`config.mk`:
```
export PLATFORM = sky130hd
export DESIGN_NAME = clk_enable_ctrl_flat
export DESIGN_NICKNAME = d
export VERILOG_FILES = /design/src/rtl/clk_enable_ctrl_pkg.sv /design/src/rtl/clk_enable_ctrl_if.sv /design/src/rtl/clk_enable_ctrl_btn_debounce.sv /design/src/rtl/clk_enable_ctrl.sv /design/src/flat_wrapper.sv
export SDC_FILE = /design/constraint.sdc
export NUM_CORES = 1
export LEC_CHECK = 0
export CAP_MARGIN = 20
export CELL_PAD_IN_SITES_DETAIL_PLACEMENT = 1
export CELL_PAD_IN_SITES_GLOBAL_PLACEMENT = 2
export CORE_UTILIZATION = 33
export DETAILED_ROUTE_END_ITERATION = 16
export PLACE_DENSITY_LB_ADDON = 0.1
export RECOVER_POWER = 25
export SYNTH_ARGS = -nofsm -noshare
export SYNTH_HDL_FRONTEND = slang
export SYNTH_SLANG_ARGS = --single-unit
```
`constraint.sdc`:
```
create_clock -name clk -period 3.4 [get_ports clk]
set_input_delay 1.02 -clock clk [delete_from_list [all_inputs] [get_ports clk]]
set_output_delay 1.02 -clock clk [all_outputs]
set_load 0.005 [all_outputs]
```
`src/rtl/clk_enable_ctrl_pkg.sv`:
```
// rtl/clk_enable_ctrl_pkg.sv - shared state encoding and default sizes for the CPU clock-enable controller
package clk_enable_ctrl_pkg;

    localparam int DEF_DIV_W     = 24;
    localparam int DEF_DB_CYCLES = 16;

    typedef enum logic [1:0] {
        HALT = 2'd0,
        RUN  = 2'd1,
        STEP = 2'd2
    } state_e;

endpackage

```
`src/rtl/clk_enable_ctrl_if.sv`:
```
// rtl/clk_enable_ctrl_if.sv - front-panel/CPU signal bundle between the control source and the enable controller
interface clk_enable_ctrl_if
    import clk_enable_ctrl_pkg::*;
#(
    parameter int DIV_W = DEF_DIV_W
) ();

    logic             run_btn;
    logic             step_btn;
    logic             halt_req;
    logic             mode_slow;
    logic [DIV_W-1:0] slow_div;
    logic             cpu_ce;
    logic             running;
    logic             halted;
    logic [15:0]      cycle_cnt;

    modport master (
        output run_btn, step_btn, halt_req, mode_slow, slow_div,
        input  cpu_ce, running, halted, cycle_cnt
    );

    modport slave (
        input  run_btn, step_btn, halt_req, mode_slow, slow_div,
        output cpu_ce, running, halted, cycle_cnt
    );

endinterface

```
`src/rtl/clk_enable_ctrl_btn_debounce.sv`:
```
// rtl/clk_enable_ctrl_btn_debounce.sv - button synchroniser, stability debouncer and rising-edge event
module btn_debounce #(
    parameter int DB_CYCLES = 16
) (
    input  logic clk,
    input  logic rst,
    input  logic btn,
    output logic evt
);

    localparam int CW = $clog2(DB_CYCLES + 1);

    logic          sync_1;
    logic          sync_2;
    logic          level;
    logic          level_d;
    logic [CW-1:0] stable_cnt;

    // stable_cnt counts consecutive samples that disagree with the current level
    always_ff @(posedge clk) begin
        if (rst) begin
            sync_1     <= 1'b0;
            sync_2     <= 1'b0;
            level      <= 1'b0;
            level_d    <= 1'b0;
            evt        <= 1'b0;
            stable_cnt <= '0;
        end else begin
            sync_1  <= btn;
            sync_2  <= sync_1;
            level_d <= level;
            evt     <= level & ~level_d;
            if (sync_2 == level) begin
                stable_cnt <= '0;
            end else if (stable_cnt == CW'(DB_CYCLES - 1)) begin
                level      <= sync_2;
                stable_cnt <= '0;
            end else begin
                stable_cnt <= stable_cnt + 1'b1;
            end
        end
    end

endmodule

```
`src/rtl/clk_enable_ctrl.sv`:
```
// rtl/clk_enable_ctrl.sv - HALT/RUN/STEP controller issuing the CPU clock enable with optional slow-run throttle
module clk_enable_ctrl
    import clk_enable_ctrl_pkg::*;
#(
    parameter int DIV_W     = DEF_DIV_W,
    parameter int DB_CYCLES = DEF_DB_CYCLES
) (
    input logic              clk,
    input logic              rst,
    clk_enable_ctrl_if.slave bus
);

    localparam logic [1:0] S_HALT = HALT;
    localparam logic [1:0] S_RUN  = RUN;
    localparam logic [1:0] S_STEP = STEP;

    logic [1:0]       state;
    logic [1:0]       state_next;
    logic [DIV_W-1:0] presc;
    logic             run_evt;
    logic             step_evt;
    logic             ce;
    logic             running_q;
    logic             halted_q;
    logic [15:0]      cnt_q;

    btn_debounce #(.DB_CYCLES(DB_CYCLES)) u_run_db (
        .clk (clk),
        .rst (rst),
        .btn (bus.run_btn),
        .evt (run_evt)
    );

    btn_debounce #(.DB_CYCLES(DB_CYCLES)) u_step_db (
        .clk (clk),
        .rst (rst),
        .btn (bus.step_btn),
        .evt (step_evt)
    );

    // leaving RUN masks the enable in the very cycle the stop is requested
    always_comb begin
        ce         = 1'b0;
        state_next = state;
        case (state)
            S_HALT: begin
                if (run_evt) begin
                    state_next = S_RUN;
                end else if (step_evt) begin
                    state_next = S_STEP;
                end
            end
            S_STEP: begin
                ce         = 1'b1;
                state_next = S_HALT;
            end
            S_RUN: begin
                if (bus.halt_req || run_evt) begin
                    state_next = S_HALT;
                end else begin
                    ce = !bus.mode_slow || (presc == bus.slow_div);
                end
            end
            default: state_next = S_HALT;
        endcase
    end

    always_ff @(posedge clk) begin
        if (rst) begin
            state     <= S_HALT;
            presc     <= '0;
            cnt_q     <= '0;
            running_q <= 1'b0;
            halted_q  <= 1'b1;
        end else begin
            state     <= state_next;
            running_q <= (state_next == S_RUN);
            halted_q  <= (state_next == S_HALT);
            if (ce) begin
                cnt_q <= cnt_q + 16'd1;
            end
            // a count past a freshly lowered slow_div wraps without a pulse
            if (state == S_RUN && state_next == S_RUN && bus.mode_slow) begin
                presc <= (presc >= bus.slow_div) ? '0 : presc + 1'b1;
            end else begin
                presc <= '0;
            end
        end
    end

    assign bus.cpu_ce    = ce;
    assign bus.running   = running_q;
    assign bus.halted    = halted_q;
    assign bus.cycle_cnt = cnt_q;

endmodule
```
`src/flat_wrapper.sv`:
```
// flat-port wrapper written by rule: the top's interface ports become plain ports
module clk_enable_ctrl_flat import clk_enable_ctrl_pkg::*;
#(
    parameter int DIV_W     = DEF_DIV_W,
    parameter int DB_CYCLES = DEF_DB_CYCLES
)
  (clk, rst, bus_run_btn, bus_step_btn, bus_halt_req, bus_mode_slow, bus_slow_div, bus_cpu_ce, bus_running, bus_halted, bus_cycle_cnt);
  clk_enable_ctrl_if #(.DIV_W(DIV_W)) bus_i ();
  input logic clk;
  input logic rst;
  input wire logic [$bits(bus_i.run_btn)-1:0] bus_run_btn;
  input wire logic [$bits(bus_i.step_btn)-1:0] bus_step_btn;
  input wire logic [$bits(bus_i.halt_req)-1:0] bus_halt_req;
  input wire logic [$bits(bus_i.mode_slow)-1:0] bus_mode_slow;
  input wire logic [$bits(bus_i.slow_div)-1:0] bus_slow_div;
  output wire logic [$bits(bus_i.cpu_ce)-1:0] bus_cpu_ce;
  output wire logic [$bits(bus_i.running)-1:0] bus_running;
  output wire logic [$bits(bus_i.halted)-1:0] bus_halted;
  output wire logic [$bits(bus_i.cycle_cnt)-1:0] bus_cycle_cnt;
  assign bus_i.run_btn = bus_run_btn;
  assign bus_i.step_btn = bus_step_btn;
  assign bus_i.halt_req = bus_halt_req;
  assign bus_i.mode_slow = bus_mode_slow;
  assign bus_i.slow_div = bus_slow_div;
  assign bus_cpu_ce = bus_i.cpu_ce;
  assign bus_running = bus_i.running;
  assign bus_halted = bus_i.halted;
  assign bus_cycle_cnt = bus_i.cycle_cnt;
  clk_enable_ctrl #(.DIV_W(DIV_W), .DB_CYCLES(DB_CYCLES)) u_core (.clk(clk), .rst(rst), .bus(bus_i));
endmodule
```
Word level (Yosys, flattened, before mapping)
Index checks and enable logic that the tools add are counted.
Cells by class
  $add $sub $neg: 4
  muxes and demuxes: 6
  reductions and logical operators: 12
  bitwise logic cells: 7
  equal/unequal tests: 8
  magnitude comparators: 1
Operators with widths (number)
  $add A24 B1 Y24 const B: 1
  $eq A24 B24 Y1: 1
  $ge A24 B24 Y1: 1
  $add A16 B1 Y16 const B: 1
  $add A5 B1 Y5 const B: 2
  $eq A5 B4 Y1 const B: 2
  $reduce_or A3 Y1: 3
  $mux W2: 3
  $not A1 Y1: 5
  $eq A2 B1 Y1 const B: 2
  $logic_not A2 Y1: 2
  $pmux W2 S2: 1
  $reduce_and A2 Y1: 2
  $and A1 B1 Y1: 2
  $eq A1 B1 Y1: 2
  $eq A2 B2 Y1 const B: 1
  $logic_and A1 B1 Y1: 2
  $logic_or A1 B1 Y1: 2
  $pmux W1 S2: 1
  $logic_not A1 Y1: 1
  $mux W1: 1
Word-level totals
  bits in registers: 64
  logic and storage cells: 55

Depth between registers and ports, before layout
  depth in word-level cells: 8
  gate-level depth with buffers: 9
  depth with buffers taken out: 8

Cells and area by module
From an unflattened synthesis, not the netlist that was laid out.
Second synthesis, totals
  cells, all modules: 399
  area, all modules: 3499.6 sq um
Modules (own cells, without submodules)
  clk_enable_ctrl: instances 1, sequential area each 880.8 sq um, area each 2821.5 sq um, cells each 337
  btn_debounce: instances 2, sequential area each 200.2 sq um, area each 339.1 sq um, cells each 31

Worst setup path after synthesis
No wires, ideal clock.
  path type: in2out
  from: input port bus_slow_div[21]
  to: output port bus_cpu_ce
  path buffers: 0
  required time: 2.380 ns
  slack: 0.176 ns
  stages on the path: 6
  data arrival time: 2.204 ns
  path through: inv_1 ha_1 nand4_1 nor4_4 a211oi_2 nor2b_1
Between the ends
  longest elaborated chain between the ends: 4
RTL lines
  start: declaration: RTL line flat_wrapper.sv:15  | input wire logic [$bits(bus_i.slow_div)-1:0] bus_slow_div;
  $eq A24 B24 Y1: RTL line clk_enable_ctrl.sv:61  | ce = !bus.mode_slow || (presc == bus.slow_div);
  $logic_or A1 B1 Y1: RTL line clk_enable_ctrl.sv:61
  $mux W1: RTL line clk_enable_ctrl.sv:58  | if (bus.halt_req || run_evt) begin
  $pmux W1 S2: RTL line clk_enable_ctrl.sv:45  | case (state)
  end: declaration: RTL line flat_wrapper.sv:16  | output wire logic [$bits(bus_i.cpu_ce)-1:0] bus_cpu_ce;
No other way between the ends.

Worst setup path after layout
  from: input port bus_slow_div[2]
  to: output port bus_cpu_ce
The elaborated chain is that of the path after synthesis.

==> metrics.txt <==
Final Instance Count excl. Fillers=572; FFs w/ async S/R, synth=0%; number of synthesis warnings=0; Post-synth EDFFs=0; area grow syn2layout=35.49%; Syn Std Cell Area=0.003268 mm^2; ys flop type=dfxtp_1; crit end category=output pin; Synth Area in XOR/XNOR=10.72%; RSZ-0062 raised after global routing=true; DR vias/cell=4.740; sink count of the clock tree=64; run status=finished, final reports clean; Worst Path Arrival=2.32 ns; Top Family by Delay on Critical Path=simple AND/OR/NAND/NOR gates; DP Wirelength=5.619 mm; Vias=2711; Max-Cap Viols=0; CP startpoint=bus_slow_div[2]; Power Dens Cells=357.0 mW/mm^2; total core area=0.009415 mm^2; die width=101.5 um; layout cells sized above 1=23.25%; fillers=1091; CP max stage cell=nor4_4; Critical Path Fanout Max=2; Crit path required time=2.38 ns; syn nets=431; Setup WS pre-CTS=-0.8416 ns; NumNets Final=501; Post-route DRC=0; largest family of logic cells by synthesized area=simple AND/OR/NAND/NOR gates; die area=0.01031 mm^2; register area share after synthesis=39.20%; relative slew slack=36.37%; hold_sp=u_core.u_step_db.level_d; area share of and/or/nand/nor cells after synthesis=25.57%; CTS tree=built; Setup crit start kind=primary input; Synth Area per Inst=8.881 um^2; Min-Delay Path Class=reg2reg; Final setup viols=0; Crit Path Class=in2out; Pre-antenna DRT Iters=4; multiplexer share of the synthesized area=0.9188%; count of input and output buffers=48; Clk Latency, worst-skew pair=0.34 ns; Core Rows=35; Worst Skew=0.008933 ns; Routed WL=7.717 mm; CTS Hold Buffers Added=0; Max VDD drop=177.7 uV; Boundary Pins=49; Root Driver=clkbuf_8; synth unique cells=36; period utilization=98.10%; cells after synthesis=368; pin count of the biggest net entering global routing=24; first-pass GRT wire length=13.47 mm; Cell Chain, Critical Path=buf_8, inv_4, ha_4, nand4_1, nor4_4, a211oi_2, nor2b_2, buf_2; antenna viol nets, final=0; adder-cell share of the synthesized area=12.63%; worst reg2reg path startpoint=u_core.presc[10]; aggregate global-route resource usage=16.71%; crit path buf inv count=3; placed cell count=554; global route overflow=0; Max Freq=0.2998 GHz; number of buffers created by CTS=9; CTS max path bufs=2; Worst-path clk slew=0.08 ns; antenna violations before repair=0; Final min period=3.335 ns; Pins Over Slew Limit=0; H-tree levels=3; Antenna diodes=0; WHS=0.3888 ns; final hold violations=0; Die Y=101.5 um; gpl congestion=0.7264; vias in the first global route=2909; TNS Setup=0 ns; Worst Slack Setup Final=0.06455 ns; initial core utilization=34.71%; LEAKAGE=0.001666 uW; first-iteration detailed-routing DRC count=58; drt wl/cell=13.49 um; Compound-Gate Fraction of Synth Area=5.896%; worst slew pin tran=0.9545 ns; register bit total from synthesis=64; delay of the slowest critical-path stage=0.32 ns
-- timing repair --
action / CTS / global route
setup endpoints to repair: 1 / 1
pin swaps: 34 / 11
gates cloned: 0 / 0
resized for setup: 109 / 18
setup buffers: 2 / 1
-- report_power, final --
group | switching (uW) | internal (uW)
clock network | 327 | 422
logic | 36.0 | 43.5
registers | 1.30 | 752
-- area by class of cell --
cell class	instances	area (um^2)	area share, %
clock buffer	9	123.9	2.797
clock inverter	7	103.9	2.345
inverter	36	140.1	3.165
multi-input combinational	262	2063	46.60
sequential	64	1281	28.93
tap	129	161.4	3.645
timing repair buffer	65	554.3	12.52
-- cell usage after synthesis (6+ instances only) --
cell / n / area share [%]
dfxtp_1: 64 / 39
nor2b_1: 15 / 2.9
a21oi_1: 13 / 2.0
xor2_1: 16 / 4.3
and3_1: 8 / 1.5
xnor2_1: 24 / 6.4
nand4_1: 11 / 2.1
inv_1: 36 / 4.1
ha_1: 33 / 13
nand3_1: 18 / 2.8
nor2_1: 57 / 6.5
or3_1: 6 / 1.1
nand2_1: 17 / 2.0
-- worst reg2reg max path, stage by stage (launching register included) --
cell and delay [ns]:
dfxtp_1 0.40, ha_4 0.31, nand4_1 0.14, buf_4 0.16
buf_4 0.12, or3_1 0.39, a21oi_1 0.18, a2111oi_0 0.12
buf_4 0.17, o211ai_1 0.25, buf_12 0.21, nor2_1 0.06
-- stage by stage --
step	total power, uW	cell area (um^2)	util, %
after floorplan	797.6	3268	-
after global placement	841.3	4005	42.54
after detailed placement	843.1	4005	42.54
after CTS	1605	4413	46.87
after global routing	1643	4428	47.03
final	1581	4428	47.03
-- layer usage --
layer / wire length (um) / vias up / track usage, %
met4: 117 / 0 / 6.020
met2: 3821 / 44 / 29.52
met3: 181 / 11 / 2.761
met1: 3597 / 1284 / 20.36
li1: - / 1372 / -
met5: 0 / - / 0
-- sequential cells by signal, indices dropped and copies added (netlist names) --
| name | flops |
|---|---|
| u_core.presc | 24 |
| u_core.bus.cycle_cnt | 16 |
| u_core.u_run_db.stable_cnt | 5 |
| u_core.u_step_db.stable_cnt | 5 |
| u_core.state | 2 |
| u_core.bus.halted | 1 |
| u_core.bus.running | 1 |
| u_core.u_run_db.evt | 1 |
| u_core.u_run_db.level | 1 |
| u_core.u_run_db.level_d | 1 |
| u_core.u_run_db.sync_1 | 1 |
| u_core.u_run_db.sync_2 | 1 |
| u_core.u_step_db.evt | 1 |
| u_core.u_step_db.level | 1 |
| u_core.u_step_db.level_d | 1 |
| u_core.u_step_db.sync_1 | 1 |
| u_core.u_step_db.sync_2 | 1 |
-- path summary, 6_finish.rpt --
check                         endpoint  slack [ns]  depth (start not counted)
setup / recovery            bus_cpu_ce        0.06                          8
hold / removal    u_core.u_step_db.evt        0.39                          1
setup reg to reg       u_core.presc[7]        0.78                         11
hold reg to reg   u_core.u_step_db.evt        0.39                          1
-- cell families (layout without fill, tap and decap cells) --
logic type      Yosys count  count (layout)
flops                    64              64
compound gates           30              30
simple gates            156             156
buf+inv                  42             117
fa+ha+maj                33              33
xor+xnor                 40              40
mux                       3               3
-- cells in the final DEF, fill, tap and decap left out, types with 8 or more instances in the layout --
cell,Yosys,routed
nand3_1,18,18
nand4_1,11,11
nor2_1,57,57
and3_1,8,8
clkbuf_8,0,9
inv_2,0,17
xnor2_1,24,24
buf_2,0,9
nand2_1,17,17
ha_4,0,19
ha_1,33,14
a21oi_1,13,14
inv_1,36,17
nor2b_1,15,14
buf_4,0,15
clkdlybuf4s50_1,0,21
xor2_1,16,16
dfxtp_1,64,64
Power figures use the tool's default switching activity.
